<file path="src/rtl/wb_regfile.sv">
// rtl/wb_regfile.sv - writeback-stage register file with write-through bypass and retire counter
module wb_regfile #(
    parameter int DATA_W = 32,
    parameter int ADDR_W = 5
) (
    input  logic              clk,
    input  logic              rst,
    input  logic              wb_valid,
    input  logic              reg_write,
    input  logic [1:0]        mem_to_reg,
    input  logic [DATA_W-1:0] DFMEM_IN,
    input  logic [DATA_W-1:0] alu_result_in,
    input  logic [DATA_W-1:0] ADD1_IN,
    input  logic [ADDR_W-1:0] write_reg,
    input  logic [ADDR_W-1:0] read_reg1,
    input  logic [ADDR_W-1:0] read_reg2,
    output logic [DATA_W-1:0] read_data1,
    output logic [DATA_W-1:0] read_data2,
    output logic [DATA_W-1:0] wb_data,
    output logic              wb_we,
    output logic [31:0]       retired_count
);

    localparam int NREGS = 2 ** ADDR_W;

    logic [DATA_W-1:0] regs_q [NREGS];
    logic [31:0]       cnt_q;
    logic [31:0]       cnt_d;

    always_comb begin
        wb_data = alu_result_in;
        case (mem_to_reg)
            2'b01:   wb_data = DFMEM_IN;
            2'b10:   wb_data = ADD1_IN;
            default: wb_data = alu_result_in;
        endcase
    end

    assign wb_we = wb_valid && reg_write && (write_reg != '0);

    // Register 0 is never written, so it stays at its reset value of zero.
    always_ff @(posedge clk or negedge rst) begin
        if (!rst) begin
            for (int i = 0; i < NREGS; i++) begin
                regs_q[i] <= '0;
            end
        end else if (wb_we) begin
            regs_q[write_reg] <= wb_data;
        end
    end

    always_comb begin
        cnt_d = cnt_q;
        if (wb_valid) begin
            cnt_d = cnt_q + 32'd1;
        end
    end

    always_ff @(posedge clk or negedge rst) begin
        if (!rst) begin
            cnt_q <= '0;
        end else begin
            cnt_q <= cnt_d;
        end
    end

    assign retired_count = cnt_q;

    // Bypass lets the ID stage see a value retiring in this same cycle.
    always_comb begin
        read_data1 = regs_q[read_reg1];
        if (read_reg1 == '0) begin
            read_data1 = '0;
        end else if (wb_we && (read_reg1 == write_reg)) begin
            read_data1 = wb_data;
        end
    end

    always_comb begin
        read_data2 = regs_q[read_reg2];
        if (read_reg2 == '0) begin
            read_data2 = '0;
        end else if (wb_we && (read_reg2 == write_reg)) begin
            read_data2 = wb_data;
        end
    end

endmodule

</file>
<file path="config.mk">
export PLATFORM = sky130hd
export DESIGN_NAME = wb_regfile
export DESIGN_NICKNAME = d
export VERILOG_FILES = /design/src/rtl/wb_regfile.sv
export SDC_FILE = /design/constraint.sdc
export NUM_CORES = 2
export LEC_CHECK = 0
export BUFFER_PORTS_ARGS = -buffer_cell sky130_fd_sc_hd__buf_2
export CELL_PAD_IN_SITES_DETAIL_PLACEMENT = 0
export CELL_PAD_IN_SITES_GLOBAL_PLACEMENT = 1
export CORE_ASPECT_RATIO = 1.1
export CORE_UTILIZATION = 35
export CTS_CLUSTER_SIZE = 8
export DETAILED_ROUTE_END_ITERATION = 10
export HOLD_SLACK_MARGIN = 0.08
export MAX_ROUTING_LAYER = met4
export PLACE_DENSITY_LB_ADDON = 0.08
export SLEW_MARGIN = 25
export SYNTH_ARGS = -nofsm -noshare
export SYNTH_HDL_FRONTEND = slang
export SYNTH_SLANG_ARGS = --single-unit
</file>
<file path="constraint.sdc">
create_clock -name clk -period 3.9 [get_ports clk]
set_input_delay 0.195 -clock clk [delete_from_list [all_inputs] [get_ports clk]]
set_output_delay 0.195 -clock clk [all_outputs]
set_load 0.01 [all_outputs]
</file>
==> metrics.md <==
| Metric | Value |
|---|---|
| Measured slew at the worst slew-check pin | `1.013 ns` |
| Resized cells post-CTS | `0` |
| Nets in the synthesized netlist | `roughly 5400` |
| Arrival time worst endpoint | `about 3.7 ns` |
| Fraction of final layout cells with drive strength greater than 1 | `0.2156` |
| Power per standard cell area | `roughly 480 nW/um2` |
| Overall global routing resource usage | `0.3156` |
| Leakage power | `roughly 28 nW` |
| Signed area change from the synthesized netlist to the final layout | `15.74%` |
| Flop-to-flop setup slack | `1.92 ns` |
| Hold Vio Cnt, Final | `0` |
| Endpoint kind of the worst setup timing path | `primary output` |
| Worst supply voltage drop on vdd | `roughly 0.31 mV` |
| Routed via count | `between 40000 and 50000` |
| Root buf cell | `sky130_fd_sc_hd__clkbuf_16` |
| Slew Viols, Final | `0` |
| Antenna violations before repair | `10` |
| Count of routing violations after the opening detailed-route iteration | `around 3800` |
| Vias in the first global route | `about 44000` |
| Worst relative slew slack | `0.3249` |
| Maximum number of pins on one net before global-route repair | `a little over 90` |
| CTS buffer count | `roughly 150` |
| PortBufs | `about 250` |
| Reg area | `approximately 26000 um2` |
| Cells taking the most area after synthesis | `sky130_fd_sc_hd__dfrtp_1, sky130_fd_sc_hd__mux4_2, sky130_fd_sc_hd__o21ai_0` |
| Width of the chip | `approximately 380 um` |
| Primary FF master, synth | `sky130_fd_sc_hd__dfrtp_1` |
| Routability cong. | `~0.83` |
| Deepest level of the CTS H-tree | `4` |
| Maximum clock path buffer count | `3` |
| Area of the die | `about 160000 um2` |
| Final antenna-violating net count | `0` |
| Number of placed I/O pins | `~250` |
| Source of the worst hold timing path | `ADD1_IN[3]` |
| Flip-flop and latch count after synthesis | `1056` |
| Initial standard-cell utilization of the core | `0.3522` |
| Crit path required time | `3.70 ns` |
| RSZ-0062 raised after global routing | `false` |
| Final Net Count | `approximately 5600` |
| DP HPWL | `152300 um` |
| Global-route wire length before repair | `between 300000 and 400000 um` |
| Number of cells on the worst hold path | `4` |
| Post-DR vias/cell | `just under 6` |
| Core Region | `roughly 160000 um2` |
| Sequential element share of the synthesized area | `0.4751` |
| Top-count cell post-synth | `sky130_fd_sc_hd__nand2_1` |
| Latest clock arrival within the worst-skew pair | `0.81 ns` |
| Reg2Reg Capture Point | `retired_count[23]$_DFFE_PN0P_` |
| Residual DRC | `0` |
| Iteration count of the initial detailed-routing pass | `6` |
| WS Path Type | `input pin to primary output` |
| Final critical-path required period | `3.881 ns` |
| Synthesized netlist cell count | `approximately 5300` |
| Number of violations of the max-capacitance limit | `0` |
| Remaining global-route overflow | `0` |
| Top cells by count, synth | `sky130_fd_sc_hd__nand2_1, sky130_fd_sc_hd__dfrtp_1, sky130_fd_sc_hd__o21ai_0` |
| Setup TNS | `0 ns` |
| End-of-flow core utilization | `0.4076` |
| Mean cell area of the mapped netlist | `10.54 um2` |
| Rows | `about 150` |
| Outcome | `completed` |
| Critical path launch point type | `input pin` |
| Peak Freq | `~260 MHz` |
| Worst Hold End | `regs_q[35]$_DFFE_PN0P_` |
| Die Y | `between 400 and 500 um` |
| Synth async-reset ratio | `1.000` |
| Share of Yosys cell area claimed by the top area cell type | `0.4751` |
| Final setup vio count | `0` |
| Mean routed wirelength per cell | `about 32 um` |
| Startpoint of the worst register-to-register path | `retired_count[12]$_DFFE_PN0P_` |
| Depth of the worst register-to-register path | `5` |
| Yosys warnings | `0` |
| Share of the clock period used by the worst path after layout | `0.9951` |
| Worst min-delay path category | `input pin to flop` |
| Worst Path Max Fanout | `19` |
| Wirelength, routed | `around 250000 um` |
| Setup Skew | `roughly 0.014 ns` |
| Post-synthesis cell type with the largest combined area | `sky130_fd_sc_hd__dfrtp_1` |
| CTS tree | `yes` |
| Number of enable-type register cells in the synthesized netlist | `0` |
| Cell area after synthesis | `55620 um2` |
| Distinct cell type count after synthesis | `a little under 80` |
| Num Clock Sinks | `approximately 1100` |
| Number of inserted filler cells in the final layout | `between 15000 and 20000` |
| Area occupied by multi-input gates | `about 27000 um2` |
| Clock Pin Slew Worst Setup and Hold Paths | `around 0.050 ns` |
## placed cells by master (no fill, tap or decap), types with 18 or more instances in the layout
cell type and instances:
sky130_fd_sc_hd__buf_2 236, sky130_fd_sc_hd__buf_12 53, sky130_fd_sc_hd__nand2_1 1056, sky130_fd_sc_hd__buf_4 235, sky130_fd_sc_hd__a21oi_1 66, sky130_fd_sc_hd__nor3_1 46
sky130_fd_sc_hd__o21a_1 32, sky130_fd_sc_hd__a211oi_1 44, sky130_fd_sc_hd__nor2_1 73, sky130_fd_sc_hd__a221oi_1 46, sky130_fd_sc_hd__o21ai_1 40, sky130_fd_sc_hd__o21ai_0 1013
sky130_fd_sc_hd__a31oi_1 24, sky130_fd_sc_hd__nand4_1 18, sky130_fd_sc_hd__a221o_1 38, sky130_fd_sc_hd__mux2i_1 262, sky130_fd_sc_hd__o22ai_1 95, sky130_fd_sc_hd__nand2_4 23
sky130_fd_sc_hd__inv_1 41, sky130_fd_sc_hd__o211ai_1 22, sky130_fd_sc_hd__mux2_2 26, sky130_fd_sc_hd__mux4_2 366, sky130_fd_sc_hd__clkbuf_16 157, sky130_fd_sc_hd__dfrtp_1 1056
sky130_fd_sc_hd__xnor2_1 30, sky130_fd_sc_hd__dlygate4sd3_1 28, sky130_fd_sc_hd__a22oi_1 73
## kinds of logic after synthesis
family                   count (synthesis)  share of synthesized area
XOR/XNOR                                41                   0.006591
AO/OA/AOI/OAI                         1578                     0.1650
multiplexers                           654                     0.2006
AND/OR/NAND/NOR                       1348                    0.09988
buffers and inverters                  598                    0.05212
adder cells (fa/ha/maj)                  3                  0.0006749
flip-flops                            1056                     0.4751
## how the worst max path moves through the flow
stage / from / end / cells past startpoint
2_1_floorplan: mem_to_reg[0] / read_data2[9] / 7
3_3_place_gp: read_reg1[2] / read_data1[23] / 11
3_5_place_dp: read_reg1[2] / read_data1[23] / 11
4_1_cts: wb_valid / read_data1[23] / 9
5_1_grt: wb_valid / read_data1[23] / 9
6_report: wb_valid / read_data1[23] / 9
## registers in the layout, indices dropped and copies added (netlist names)
signal / flops
regs_q: 1024
retired_count: 32
## final cells by class
| class | count | share of cell area |
|---|---|---|
| timing repair buffer | 560 | 0.06849 |
| antenna | 3 | 0.0001166 |
| multi-input combinational | 3624 | 0.4138 |
| clock inverter | 9 | 0.001458 |
| sequential | 1056 | 0.4105 |
| inverter | 43 | 0.002507 |
| tap | 2092 | 0.04066 |
| clock buffer | 168 | 0.06245 |
## power breakdown
group          internal [mW]  switching, mW  leakage [nW]
clock network           7.16           5.09          2.02
logic                   2.24           3.04          12.0
registers               12.2           1.03          14.3
## layer usage
layer | share of wire | vias up | GRT usage
met4 | 0.028 | 0 | 0.08739
met2 | 0.47 | 1474 | 0.4874
met1 | 0.45 | 23351 | 0.4369
li1 | - | 19446 | -
met3 | 0.052 | 330 | 0.04025
met5 | 0 | - | -
## worst max-delay path: stages
cell	delay [ns]
sky130_fd_sc_hd__dlygate4sd3_1	0.52
sky130_fd_sc_hd__buf_2	0.31
sky130_fd_sc_hd__and2_1	0.23
sky130_fd_sc_hd__o21ai_2	0.10
sky130_fd_sc_hd__or4_2	0.91
sky130_fd_sc_hd__buf_4	0.35
sky130_fd_sc_hd__a21oi_1	0.69
sky130_fd_sc_hd__buf_4	0.22
sky130_fd_sc_hd__buf_2	0.12
## stage by stage
| stage | std cells | total power, mW | hold WS (ns) | worst slack (ns) | cell area, um2 |
|---|---|---|---|---|---|
| CTS | 7552 | 31.03 | 0.09914 | 0.05596 | 64360 |
| global route | 7552 | 32.09 | 0.1479 | 0.004899 | 64370 |
| floorplan | 5278 | 16.41 | -0.1006 | 1.893 | 55620 |
| detailed placement | 7346 | 18.67 | 0.2416 | 0.4043 | 59940 |
| finish | 7555 | 30.80 | 0.1205 | 0.01896 | 64380 |
| global placement | 7346 | 18.58 | 0.2366 | 0.4142 | 59930 |
## what timing repair did
| action | 4_1_cts | 5_1_grt |
|---|---|---|
| endpoints found under the hold margin | 1163 | 0 |
| setup buffers | 0 | 0 |
| endpoints found under the setup margin | 0 | 0 |
| hold buffers | 29 | 0 |
Power figures use the tool's default switching activity.
